==> config.mk <==
export PLATFORM = sky130hd
export DESIGN_NAME = seg_scan_driver
export DESIGN_NICKNAME = d
export VERILOG_FILES = /design/src/rtl/seg_pkg.sv /design/src/rtl/seg_hex_rom.sv /design/src/rtl/seg_scan_driver.sv
export SDC_FILE = /design/constraint.sdc
export NUM_CORES = 1
export LEC_CHECK = 0
export CAP_MARGIN = 20
export CORE_MARGIN = 2
export CORE_UTILIZATION = 52
export CTS_CLUSTER_DIAMETER = 200
export DETAILED_ROUTE_END_ITERATION = 16
export PLACE_DENSITY = 0.79
export SETUP_SLACK_MARGIN = 0.5
export SYNTH_ARGS = -nofsm -noshare
export SYNTH_HDL_FRONTEND = slang
export SYNTH_SLANG_ARGS = --single-unit
==> constraint.sdc <==
create_clock -name clk -period 4.08 [get_ports clk]
set_clock_uncertainty 0.2 [all_clocks]
set_input_delay 1.02 -clock clk [delete_from_list [all_inputs] [get_ports clk]]
set_output_delay 1.02 -clock clk [all_outputs]
set_load 0.03 [all_outputs]
==> src/rtl/seg_pkg.sv <==
// Shared constants and sizing helpers for the 7-segment scan driver.
// Segment codes are active-high with bit 0 = a through bit 6 = g.
package seg_pkg;

    localparam logic [6:0] SEG_OFF = 7'h00;

    // Entry n is the glyph for nibble n (0-9, A, b, C, d, E, F).
    localparam logic [15:0][6:0] SEG_CODES = {
        7'h71, 7'h79, 7'h5E, 7'h39, 7'h7C, 7'h77, 7'h6F, 7'h7F,
        7'h07, 7'h7D, 7'h6D, 7'h66, 7'h4F, 7'h5B, 7'h06, 7'h3F
    };

    function automatic int calc_div(input int clk_freq, input int scan_freq);
        return clk_freq / scan_freq;
    endfunction

    function automatic int cnt_width(input int div);
        return (div > 1) ? $clog2(div) : 1;
    endfunction

endpackage

==> src/rtl/seg_hex_rom.sv <==
// Hex nibble to active-high 7-segment glyph lookup.
// Latency: combinational.
// Backpressure: none.
module seg_hex_rom
    import seg_pkg::*;
(
    input  logic [3:0] nibble,
    output logic [6:0] code
);

    assign code = SEG_CODES[nibble];

endmodule

==> src/rtl/seg_scan_driver.sv <==
// Multi-digit 7-segment scan driver: shadowed hex digits time-multiplexed onto a shared segment bus.
// Latency: outputs registered one cycle after dwell counter/digit index; shadow changes visible next cycle.
// Backpressure: none; free-running scan, the update strobe is always accepted.
module seg_scan_driver
    import seg_pkg::*;
#(
    parameter  int NUM_DIGITS     = 6,
    parameter  int CLK_FREQ       = 50_000_000,
    parameter  int SCAN_FREQ      = 1000,
    parameter  int BLANK_CYCLES   = 2,
    parameter  int SEG_ACTIVE_LOW = 1,
    parameter  int SEL_ACTIVE_LOW = 1,
    localparam int IDX_W          = (NUM_DIGITS > 1) ? $clog2(NUM_DIGITS) : 1
) (
    input  logic                    clk,
    input  logic                    rst,
    input  logic [4*NUM_DIGITS-1:0] disp_data,
    input  logic [NUM_DIGITS-1:0]   dp_in,
    input  logic [NUM_DIGITS-1:0]   blank_mask,
    input  logic                    lz_suppress,
    input  logic                    update,
    output logic [NUM_DIGITS-1:0]   seg_sel,
    output logic [7:0]              seg_data,
    output logic [IDX_W-1:0]        digit_idx
);

    localparam int DIV   = calc_div(CLK_FREQ, SCAN_FREQ);
    localparam int CNT_W = cnt_width(DIV);

    localparam logic [CNT_W-1:0]      CNT_LAST  = CNT_W'(DIV - 1);
    localparam logic [CNT_W-1:0]      CNT_BLANK = CNT_W'(BLANK_CYCLES);
    localparam logic [IDX_W-1:0]      IDX_LAST  = IDX_W'(NUM_DIGITS - 1);
    localparam logic [NUM_DIGITS-1:0] SEL_INV   = (SEL_ACTIVE_LOW != 0) ? {NUM_DIGITS{1'b1}} : {NUM_DIGITS{1'b0}};
    localparam logic [7:0]            SEG_INV   = (SEG_ACTIVE_LOW != 0) ? 8'hFF : 8'h00;

    logic [4*NUM_DIGITS-1:0] disp_sh;
    logic [NUM_DIGITS-1:0]   dp_sh;
    logic [NUM_DIGITS-1:0]   blank_sh;
    logic                    lz_sh;

    logic [CNT_W-1:0]        cnt;
    logic [IDX_W-1:0]        idx;

    // upper_clear[i]: every digit above i is zero or masked, so a zero at i is leading.
    logic [NUM_DIGITS-1:0]   upper_clear;
    logic [3:0]              cur_nib;
    logic                    cur_dp_raw;
    logic                    cur_blank;
    logic                    cur_upper;
    logic                    cur_dark;
    logic [6:0]              rom_code;
    logic [6:0]              cur_code;
    logic [7:0]              cur_seg;
    logic [NUM_DIGITS-1:0]   cur_sel;

    always_comb begin
        upper_clear = '0;
        upper_clear[NUM_DIGITS-1] = 1'b1;
        for (int i = NUM_DIGITS - 2; i >= 0; i--) begin
            upper_clear[i] = upper_clear[i+1]
                           & ((disp_sh[4*(i+1) +: 4] == 4'h0) | blank_sh[i+1]);
        end
    end

    always_comb begin
        cur_nib    = 4'h0;
        cur_dp_raw = 1'b0;
        cur_blank  = 1'b0;
        cur_upper  = 1'b0;
        for (int i = 0; i < NUM_DIGITS; i++) begin
            if (idx == IDX_W'(i)) begin
                cur_nib    = disp_sh[4*i +: 4];
                cur_dp_raw = dp_sh[i];
                cur_blank  = blank_sh[i];
                cur_upper  = upper_clear[i];
            end
        end
    end

    seg_hex_rom u_rom (
        .nibble (cur_nib),
        .code   (rom_code)
    );

    // Digit 0 always shows, so a value of zero still reads "0".
    assign cur_dark = cur_blank
                    | (lz_sh & (idx != '0) & (cur_nib == 4'h0) & cur_upper);
    assign cur_code = cur_dark ? SEG_OFF : rom_code;
    assign cur_seg  = {cur_dp_raw & ~cur_blank, cur_code};
    assign cur_sel  = NUM_DIGITS'(1) << idx;

    always_ff @(posedge clk) begin
        if (rst) begin
            disp_sh   <= '0;
            dp_sh     <= '0;
            blank_sh  <= '0;
            lz_sh     <= 1'b0;
            cnt       <= '0;
            idx       <= '0;
            seg_sel   <= SEL_INV;
            seg_data  <= SEG_INV;
            digit_idx <= '0;
        end else begin
            if (update) begin
                disp_sh  <= disp_data;
                dp_sh    <= dp_in;
                blank_sh <= blank_mask;
                lz_sh    <= lz_suppress;
            end

            if (cnt == CNT_LAST) begin
                cnt <= '0;
                idx <= (idx == IDX_LAST) ? '0 : idx + 1'b1;
            end else begin
                cnt <= cnt + 1'b1;
            end

            // Anti-ghost gap: everything dark while the select lines settle.
            if (cnt < CNT_BLANK) begin
                seg_sel  <= SEL_INV;
                seg_data <= SEG_INV;
            end else begin
                seg_sel  <= cur_sel ^ SEL_INV;
                seg_data <= cur_seg ^ SEG_INV;
            end
            digit_idx <= idx;
        end
    end

endmodule

==> key figures, run 1 <==
Critical path
  • Path depth of the worst reg2reg path: 11
  • CP Data Required Time: 4.12 ns
  • Maximum fanout along the worst path: 14
  • Worst setup path category: reg2reg
  • Dominant cell type by count on the critical path: inv_1
  • Startpoint types: register
  • Minimum setup slack among reg-to-reg paths: 0.81 ns
  • Signal arrival time at the worst endpoint: 3.31 ns
  • Library cell contributing the largest single delay on the critical path: dfxtp_1
  • Slowest cell delay on critical path: 0.59 ns
  • Endpoint kind of the worst setup timing path: register
  • Worst setup path startpoint: idx[1]
  • Critical register-to-register path endpoint: seg_data[4]
  • Capturing instance or port of the critical path: seg_data[4]
  • RR Startpoint: idx[1]
  • Cell chain of the critical path: inv_1 > nor2_1 > ha_2 > inv_1 > o21ai_0 > o22a_1 > ha_1 > o211ai_1 > o32ai_1 > a31oi_4 > o311ai_1

STA
  • Period Utilization, post-route: 0.801
  • Maximum clock frequency: 306 MHz
  • Worst Slack Setup Final: 0.814 ns
  • Max-slew violation count: 0
  • Endpoints failing hold: 0
  • Summed negative setup slack over all endpoints: 0 ns
  • Setup-violating endpoint count in the final report: 0
  • Worst hold-check slack: 0.271 ns
  • Setup repair after global routing missed its margin: false
  • Slew of the pin with the lowest slew margin: 1.09 ns
  • Final min period: 3.27 ns
  • Slew margin rel.: 0.273

Global routing
  • GRT met2 Usage: 0.350
  • Met1 track demand over resource in global routing: 0.261
  • Via count of the first global-routing pass: 2508
  • Total global-route track usage: 0.213
  • Initial antenna violation count: 0
  • Maximum number of pins on one net before global-route repair: 46
  • GR Layer Usage met3: 0.0726
  • Wire length of the first global-routing pass: 11900 um
  • Most crowded layer after global routing: met2
  • GRT overflow: 0

Final layout
  • Antenna diodes: 0
  • FILL cells: 472
  • Share of the core filled with cells in the final layout: 0.673
  • Post-layout net count: 450
  • Area growth syn-to-layout: 23.9%
  • Area occupied by multi-input gates: 1670 um^2
  • Share of layout cells above drive strength 1: 0.0565
  • Area taken by flip-flops and latches: 1460 um^2

Clocking
  • Clock transition at the register clock pins on the worst setup and hold paths after CTS: 0.08 ns
  • Hold buffers post-CTS: 0
  • H-tree Lvls: 3
  • Number of buffers created by CTS: 9
  • Cts repair resizes: 0
  • Root buf cell: clkbuf_8
  • Clock network latency to the later pin of the worst-skew pair: 0.35 ns
  • Setup repair bufs after CTS: 0
  • Longest Clk Path Bufs: 2
  • Clock sinks: 73
  • Clock tree from TritonCTS: yes

Yosys
  • Most area-hungry cell type in the Yosys netlist: dfxtp_1
  • Proportion of netlist area held by the largest area contributor: 0.449
  • Top area cells in the synthesized netlist: dfxtp_1, mux2i_1, nor2_1, ha_1, xnor2_1
  • Avg Synthesized Cell Area: 9.22 um^2
  • Total of flip-flops plus latches after synthesis: 73
  • Synthesis warning total: 0
  • Commonest cells post-synth: nor2_1, dfxtp_1, mux2i_1
  • Dominant synthesized flop cell: dfxtp_1
  • Most common cell in the synthesized netlist: nor2_1
  • Cell area after synthesis: 3260 um^2
  • Sequential area share after synthesis: 0.449
  • Net count of the mapped netlist: 401
  • Number of enable flip-flop cells after synthesis: 0
  • Cells after Synth: 353
  • Synth cell types: 50
  • Share of async-settable or async-resettable flops after synthesis: 0

Place
  • Worst setup timing slack at the placement stage: 0.797 ns
  • Port bufs: 56
  • Final Wtd Congestion: 0.858
  • Detailed Place HPWL: 5280 um

Pwr
  • Portion of total power attributed to the clock network: 0.380
  • Switching part of the total power: 0.244
  • Sequential power share: 0.502
  • Net Sw Power: 0.371 mW
  • Internal power: 1.15 mW
  • Leakage: 1.62 nW
  • Highest ir drop seen on vdd: 216 uV
  • Power share of the combinational group: 0.118
  • Power density of the placed cells: 378 nW/um^2
  • Total chip power: 1.52 mW

Min path
  • Worst Hold Class: reg2reg

Floorplan
  • Initial core utilization: 0.543
  • Number of rows created at floorplan: 28
  • Die height: 83.1 um
  • I/O pin total: 57
  • Core region area: 5990 um^2
  • Die Area: 6910 um^2
  • Chip Width: 83.1 um

Detailed routing
  • Detailed Route Iter0 Violations: 148
  • Final wirelength: 7330 um
  • DRT antenna net count: 0
  • Via total after detailed routing: 2640
  • Average wire length per cell after detail routing: 15.2 um
  • Count of TritonRoute iterations in the first routing pass: 4
  • Vias per std cell: 5.48
  • Post-route DRC violation count: 0

Job
  • Max Cap Viol: 0

Run status
  • Status: completed
metrics by stage:
| step | instance area (um^2) | instances |
|---|---|---|
| after global placement | 3820 | 466 |
| final | 4030 | 482 |
| after detailed placement | 3820 | 466 |
| after global routing | 4030 | 482 |
| after CTS | 4030 | 482 |
| after floorplan | 3260 | 353 |
per-layer routing:
layer	vias to the layer above	routed length, um
li1	1334	-
met4	0	80
met1	1208	3340
met2	91	3430
met5	-	0
met3	7	476
layout by cell type (no fill, tap or decap), types with 6 or more instances in the layout:
cell,n
nand2_1,13
nor4_1,8
clkbuf_8,11
a21oi_1,11
mux2i_1,48
dfxtp_1,73
nand3_1,12
nor2_1,78
and3_1,8
xor2_1,6
ha_1,7
clkdlybuf4s50_1,55
inv_1,7
xnor2_1,10
how the worst min path moves through the flow:
| stage | start | cells past startpoint | to |
|---|---|---|---|
| floorplan | cnt[0] | 1 | cnt[0] |
| global placement | cnt[0] | 1 | cnt[0] |
| detailed placement | cnt[0] | 1 | cnt[0] |
| CTS | cnt[0] | 1 | cnt[0] |
| global route | cnt[0] | 1 | cnt[0] |
| finish | cnt[0] | 1 | cnt[0] |
power groups by stage:
| stage | combinational [mW] | sequential, mW | clock, mW |
|---|---|---|---|
| after CTS | 0.180 | 0.765 | 0.584 |
| final | 0.180 | 0.765 | 0.578 |
| after detailed placement | 0.178 | 0.781 | 0 |
| after global routing | 0.196 | 0.768 | 0.622 |
| after floorplan | 0.0971 | 0.787 | 0 |
| after global placement | 0.175 | 0.781 | 0 |
sequential cells by signal, indices dropped and copies added, names as in the netlist:
signal     count
blank_sh       6
cnt           16
digit_idx      3
disp_sh       24
dp_sh          6
idx            3
lz_sh          1
seg_data       8
seg_sel        6
logic make-up after synthesis:
group                    after synthesis  share of synthesized area
buffers and inverters                 29                     0.0400
AND/OR/NAND/NOR                      132                      0.179
XOR/XNOR                              16                     0.0430
AO/OA/AOI/OAI                         47                      0.111
flip-flops                            73                      0.449
multiplexers                          48                      0.148
adder cells (fa/ha/maj)                8                     0.0307
cell type report:
cell class              instances  area share
multi-input cells             251       0.413
flip-flops and latches         73       0.362
repair buffers                 58       0.141
clock buffers                  12      0.0385
well taps                      75      0.0233
clock inverters                 4      0.0127
inverters                       9     0.00838
worst max-delay path, delay by kind of cell, from the launching register on:
kind                     cells  cell delay, ns
AO/OA/AOI/OAI                6            1.33
adder cells (fa/ha/maj)      2            0.61
buffers and inverters        2            0.26
flip-flops                   1            0.59
AND/OR/NAND/NOR              1            0.17
Note: power is estimated with default switching activity, not from simulation.
==> inputs of run 2 (changes only) <==
Settings changed: CORE_UTILIZATION 52 to 47, PLACE_DENSITY 0.79 to 0.75.
Clock period 4.08 ns to 2.9 ns, I/O delays scaled along.
==> run 2 against run 1 <==
Net effect: sequential power grew 41%; total power grew 40%; utilization shrank 3.7 points; wire length grew 6.1%; flip-flop and latch count is the same; highest routed layer unchanged; maximum frequency grew 36%.
==> key figures, run 2 (same netlist as run 1, synthesis figures left out) <==
Run status
  • Status: completed (unchanged)

STA
  • Setup repair after global routing missed its margin: true (was false)
  • Slew of the pin with the lowest slew margin: 0.878 ns (was 1.09 ns)
  • Summed negative setup slack over all endpoints: 0 ns (unchanged)
  • Endpoints failing hold: 0 (unchanged)
  • Maximum clock frequency: 417 MHz (was 306 MHz)
  • Final min period: 2.40 ns (was 3.27 ns)
  • Slew margin rel.: 0.407 (was 0.273)
  • Max-slew violation count: 0 (unchanged)
  • Period Utilization, post-route: 0.826 (was 0.801)
  • Setup-violating endpoint count in the final report: 0 (unchanged)

Detailed routing
  • Via total after detailed routing: 2762 (was 2640)
  • DRT antenna net count: 0 (unchanged)
  • Average wire length per cell after detail routing: 15.4 um (was 15.2 um)
  • Final wirelength: 7780 um (was 7330 um)
  • Vias per std cell: 5.48 (about the same)
  • Detailed Route Iter0 Violations: 173 (was 148)
  • Count of TritonRoute iterations in the first routing pass: 4 (unchanged)
  • Post-route DRC violation count: 0 (unchanged)

Job
  • Max Cap Viol: 0 (unchanged)

Critical path
  • Worst setup path category: reg2reg (unchanged)
  • CP Data Required Time: 2.90 ns (was 4.12 ns)
  • Slowest cell delay on critical path: 0.38 ns (was 0.59 ns)
  • Library cell contributing the largest single delay on the critical path: dfxtp_4 (was dfxtp_1)
  • Family with the most delay on the worst path: compound AO/OA/AOI/OAI gates (unchanged)
  • Cell chain of the critical path: clkinv_4 > nor2_4 > ha_4 > nor2_4 > o21ai_2 > o31a_1 > ha_4 > o211ai_1 > o32ai_2 > a31oi_4 > o221ai_1 (was inv_1 > nor2_1 > ha_2 > inv_1 > o21ai_0 > o22a_1 > ha_1 > o211ai_1 > o32ai_1 > a31oi_4 > o311ai_1)
  • Signal arrival time at the worst endpoint: 2.40 ns (was 3.31 ns)
  • Maximum fanout along the worst path: 7 (was 14)
  • Path depth of the worst reg2reg path: 11 (unchanged)
  • CP Buf/Inv Count: 1 (was 2)
  • Startpoint types: register (unchanged)
  • Endpoint kind of the worst setup timing path: register (unchanged)
  • WP depth: 11 (unchanged)

Global routing
  • Wire length of the first global-routing pass: 12700 um (was 11900 um)
  • Maximum number of pins on one net before global-route repair: 46 (unchanged)
  • GR Layer Usage met3: 0.0502 (was 0.0726)
  • Total global-route track usage: 0.214 (was 0.213)
  • GRT met2 Usage: 0.348 (was 0.350)
  • Met1 track demand over resource in global routing: 0.281 (was 0.261)
  • Via count of the first global-routing pass: 2683 (was 2508)
  • Initial antenna violation count: 0 (unchanged)
  • GRT overflow: 0 (unchanged)
  • Most crowded layer after global routing: met2 (unchanged)

Clocking
  • Clock tree from TritonCTS: yes (unchanged)
  • Clock sinks: 73 (unchanged)
  • Longest Clk Path Bufs: 2 (unchanged)
  • Clock network latency to the later pin of the worst-skew pair: 0.34 ns (was 0.35 ns)
  • H-tree Lvls: 3 (unchanged)
  • Clock transition at the register clock pins on the worst setup and hold paths after CTS: 0.07 ns (was 0.08 ns)
  • Root buf cell: clkbuf_8 (unchanged)
  • Hold buffers post-CTS: 0 (unchanged)
  • Number of buffers created by CTS: 9 (unchanged)

Floorplan
  • Chip Width: 87.2 um (was 83.1 um)
  • I/O pin total: 57 (unchanged)
  • Core region area: 6760 um^2 (was 5990 um^2)
  • Die Area: 7610 um^2 (was 6910 um^2)
  • Die height: 87.2 um (was 83.1 um)
  • Initial core utilization: 0.482 (was 0.543)
  • Number of rows created at floorplan: 30 (was 28)

Final layout
  • Post-route cell area: 4300 um^2 (was 4030 um^2)
  • Register with the most flip-flops: disp_sh (unchanged)
  • Number of flip-flops under the largest register name: 24 (unchanged)
  • Share of layout cells above drive strength 1: 0.149 (was 0.0565)
  • Post-layout net count: 468 (was 450)
  • Top flop regs: disp_sh (24), cnt (16), seg_data (8) (unchanged)
  • Area growth syn-to-layout: 32.0% (was 23.9%)
  • FILL cells: 551 (was 472)
  • Final cell count without fillers: 504 (was 482)
  • Antenna diodes: 0 (unchanged)
  • Top library cells by usage in the layout, fill and taps aside: nor2_1, dfxtp_1, clkdlybuf4s50_1 (unchanged)
  • Most common library cell in the layout ignoring fill and taps: nor2_1 (unchanged)

Pwr
  • Leakage: 1.73 nW (was 1.62 nW)
  • Highest ir drop seen on vdd: 310 uV (was 216 uV)
  • Power density of the placed cells: 495 nW/um^2 (was 378 nW/um^2)

Place
  • Port bufs: 56 (unchanged)
  • Detailed Place HPWL: 5290 um (was 5280 um)
  • Cells after DPL: 474 (was 466)
  • Placed standard-cell area: 3900 um^2 (was 3820 um^2)
  • Final Wtd Congestion: 0.878 (was 0.858)

Min path
  • Worst hold path depth: 1 (unchanged)
  • Worst Hold Class: reg2reg (unchanged)
## run 2: cell types whose count changed in the layout (fill, tap and decap cells not counted), moves of 3 or more
cell,before,now
nor2_1,78,75
buf_4,2,18
dfxtp_1,73,70
inv_1,7,4
## run 2: stage by stage
stage          power [mW]  utilization  hold WS [ns]  setup WS [ns]
2_1_floorplan        1.25            -         0.213          0.521
3_3_place_gp         1.36        0.577         0.229          0.290
3_5_place_dp         1.36        0.577         0.244          0.197
4_1_cts              2.13        0.628         0.253          0.511
5_1_grt              2.22        0.636         0.271          0.391
6_report             2.13        0.636         0.244          0.503
## run 2: timing repair
action | 4_1_cts | 5_1_grt
pin swaps | 6 | 5
endpoints found under the setup margin | 7 | 7
setup buffers | 14 | 1
resized for setup | 12 | 15
## run 2: power breakdown
group	total, mW	leakage, nW	internal (mW)	switching (mW)
clock	0.778	0.102	0.437	0.341
sequential	1.08	0.600	1.04	0.0330
combinational	0.275	1.03	0.144	0.131
## run 2: layer usage
| metal | wire length (um) | vias up |
|---|---|---|
| met5 | 0 | - |
| met4 | 125 | 0 |
| met3 | 474 | 14 |
| met2 | 3680 | 93 |
| met1 | 3500 | 1292 |
| li1 | - | 1363 |
## run 2: final timing paths
kind                             start     endpoint  slack (ns)
worst max-delay path            idx[0]  seg_data[2]        0.50
worst max register to register  idx[0]  seg_data[2]        0.50
worst min register to register  cnt[0]       cnt[0]        0.24
worst min-delay path            cnt[0]       cnt[0]        0.24
## run 2: layout make-up
| type | instances | area, um^2 | share of cell area |
|---|---|---|---|
| clock inverters | 3 | 40.0 | 0.00932 |
| inverters | 9 | 43.8 | 0.0102 |
| flip-flops and latches | 73 | 1470 | 0.342 |
| well taps | 80 | 100 | 0.0233 |
| repair buffers | 76 | 726 | 0.169 |
| multi-input cells | 251 | 1760 | 0.410 |
| clock buffers | 12 | 155 | 0.0361 |
==> inputs of run 3 (changes only) <==
Clock period 2.9 ns to 1.9 ns, I/O delays scaled along.
==> run 3 against run 2 <==
Net effect: combinational power rose by 89%; flip-flop and latch count stayed put; die area is the same; maximum frequency up 3.3%; the run now ends with setup timing left; sequential power grew 53%; clock-buffer cell count shrank 1; largest cell class unchanged; wire length increased by 18%; clock power up 92%; register-to-register slack got worse by 0.92 ns; critical path type unchanged; non-clock buffer count rose by 45; first-iteration DRC count down 14%.
==> key figures, run 3 (same netlist as run 1, synthesis figures left out) <==
Detailed routing
  • Count of TritonRoute iterations in the first routing pass: 4 (unchanged)
  • Vias per std cell: 5.48 (about the same)
  • Final wirelength: 9150 um (was 7780 um)
  • Average wire length per cell after detail routing: 16.6 um (was 15.4 um)
  • Post-route DRC violation count: 0 (unchanged)
  • Detailed Route Iter0 Violations: 149 (was 173)
  • DRT antenna net count: 0 (unchanged)
  • Via total after detailed routing: 3019 (was 2762)

Critical path
  • Endpoint kind of the worst setup timing path: register (unchanged)
  • CP Data Required Time: 1.96 ns (was 2.90 ns)
  • Startpoint types: register (unchanged)
  • Worst setup path category: reg2reg (unchanged)
  • Signal arrival time at the worst endpoint: 2.38 ns (was 2.40 ns)
  • Maximum fanout along the worst path: 7 (unchanged)

Pwr
  • Power share of the combinational group: 0.142 (was 0.129)
  • Power density of the placed cells: 728 nW/um^2 (was 495 nW/um^2)
  • Highest ir drop seen on vdd: 380 uV (was 310 uV)
  • Internal power: 2.79 mW (was 1.62 mW)
  • Switching part of the total power: 0.239 (was 0.237)
  • Total chip power: 3.66 mW (was 2.13 mW)
  • Leakage: 2.07 nW (was 1.73 nW)
  • Portion of total power attributed to the clock network: 0.408 (was 0.365)
  • Sequential power share: 0.451 (was 0.506)
  • Net Sw Power: 0.875 mW (was 0.505 mW)

Place
  • Final Wtd Congestion: 0.895 (was 0.878)
  • Port bufs: 56 (unchanged)
  • Detailed Place HPWL: 5790 um (was 5290 um)
  • Cells after DPL: 519 (was 474)
  • Placed standard-cell area: 4370 um^2 (was 3900 um^2)
  • Worst setup timing slack at the placement stage: -0.433 ns (was 0.197 ns)

Final layout
  • Post-layout net count: 514 (was 468)
  • Antenna diodes: 0 (unchanged)
  • FILL cells: 483 (was 551)
  • Area growth syn-to-layout: 54.5% (was 32.0%)
  • Register with the most flip-flops: disp_sh (unchanged)
  • Number of flip-flops under the largest register name: 24 (unchanged)
  • Top library cells by usage in the layout, fill and taps aside: nor2_1, buf_4, mux2i_1 (was nor2_1, dfxtp_1, clkdlybuf4s50_1)
  • Post-route cell area: 5030 um^2 (was 4300 um^2)
  • Final cell count without fillers: 551 (was 504)
  • Most common library cell in the layout ignoring fill and taps: nor2_1 (unchanged)
  • Top flop regs: disp_sh (24), cnt (16), seg_data (8) (unchanged)
  • Share of layout cells above drive strength 1: 0.395 (was 0.149)

STA
  • Final min period: 2.32 ns (was 2.40 ns)
  • Slew margin rel.: 0.721 (was 0.407)
  • Setup repair after global routing missed its margin: true (unchanged)
  • Endpoints failing hold: 0 (unchanged)
  • Slew of the pin with the lowest slew margin: 0.419 ns (was 0.878 ns)
  • Worst Slack Setup Final: -0.419 ns (was 0.503 ns)
  • Period Utilization, post-route: 1.22 (was 0.826)
  • Summed negative setup slack over all endpoints: -2.79 ns (was 0 ns)
  • Maximum clock frequency: 431 MHz (was 417 MHz)
  • Max-slew violation count: 0 (unchanged)
  • Setup-violating endpoint count in the final report: 7 (was 0)

Floorplan
  • I/O pin total: 57 (unchanged)
  • Number of rows created at floorplan: 30 (unchanged)
  • Die Area: 7610 um^2 (unchanged)
  • Core region area: 6760 um^2 (unchanged)
  • Die height: 87.2 um (unchanged)
  • Initial core utilization: 0.482 (unchanged)
  • Chip Width: 87.2 um (unchanged)

Job
  • Max Cap Viol: 0 (unchanged)

Clocking
  • Number of buffers created by CTS: 9 (unchanged)
  • Root buf cell: clkbuf_8 (unchanged)
  • Clock tree from TritonCTS: yes (unchanged)
  • Clock network latency to the later pin of the worst-skew pair: 0.35 ns (was 0.34 ns)
  • Clock transition at the register clock pins on the worst setup and hold paths after CTS: 0.08 ns (was 0.07 ns)
  • Clock sinks: 73 (unchanged)
  • Longest Clk Path Bufs: 2 (unchanged)
  • H-tree Lvls: 3 (unchanged)
  • Hold buffers post-CTS: 0 (unchanged)

Global routing
  • Via count of the first global-routing pass: 2887 (was 2683)
  • Maximum number of pins on one net before global-route repair: 47 (was 46)
  • Initial antenna violation count: 0 (unchanged)
  • Wire length of the first global-routing pass: 14000 um (was 12700 um)
  • Total global-route track usage: 0.239 (was 0.214)
  • GRT overflow: 0 (unchanged)

Run status
  • Status: finished, violations left (was completed)
  • Failing checks: setup timing

Min path
  • Worst Hold Class: reg2reg (unchanged)
-- run 3: power by group through the flow --
| stage | clock network, mW | logic, mW | registers, mW |
|---|---|---|---|
| floorplan | 0 | 0.237 | 1.69 |
| global placement | 0 | 0.450 | 1.68 |
| detailed placement | 0 | 0.458 | 1.68 |
| CTS | 1.51 | 0.493 | 1.65 |
| global route | 1.57 | 0.555 | 1.65 |
| finish | 1.49 | 0.519 | 1.65 |
-- run 3: area by class of cell --
type	instances	area, um^2	area share
Timing Repair Buffer	121	1140	0.226
Sequential cell	73	1510	0.300
Tap cell	80	100	0.0199
Clock inverter	5	103	0.0204
Multi-Input combinational cell	252	2000	0.398
Inverter	9	41.3	0.00821
Clock buffer	11	141	0.0281
-- run 3: repair_timing --
item / 4_1_cts / 5_1_grt
setup endpoints to repair: 90 / 49
gates cloned: 1 / 0
pin swaps: 13 / 18
buffers inserted: 10 / 5
gates resized for setup: 169 / 30
-- run 3: critical path: stages (launching register included) --
cell and delay (ns):
dfxtp_4 0.40, mux2i_1 0.26, nor3_2 0.07, a311oi_2 0.20, o22a_2 0.25, ha_4 0.15
o211ai_1 0.10, o32ai_2 0.27, a31oi_4 0.19, o311ai_1 0.12
-- run 3: worst paths after layout --
path	cells past startpoint	start	to	slack, ns
setup reg to reg	9	idx[0]	seg_data[4]	-0.42
hold / removal	1	cnt[0]	cnt[0]	0.25
setup / recovery	9	idx[0]	seg_data[4]	-0.42
hold reg to reg	1	cnt[0]	cnt[0]	0.25
-- run 3: stage by stage --
stage	hold slack, ns	util
2_1_floorplan	0.218	-
3_3_place_gp	0.230	0.647
3_5_place_dp	0.238	0.647
4_1_cts	0.249	0.719
5_1_grt	0.254	0.744
6_report	0.249	0.744
-- run 3: layer usage --
metal  GRT usage  routed length (um)  vias up
li1            -                   -     1461
met4       0.127                 255        0
met3      0.0493                 441       20
met1       0.294                3940     1446
met5           0                   0        -
met2       0.393                4510       92
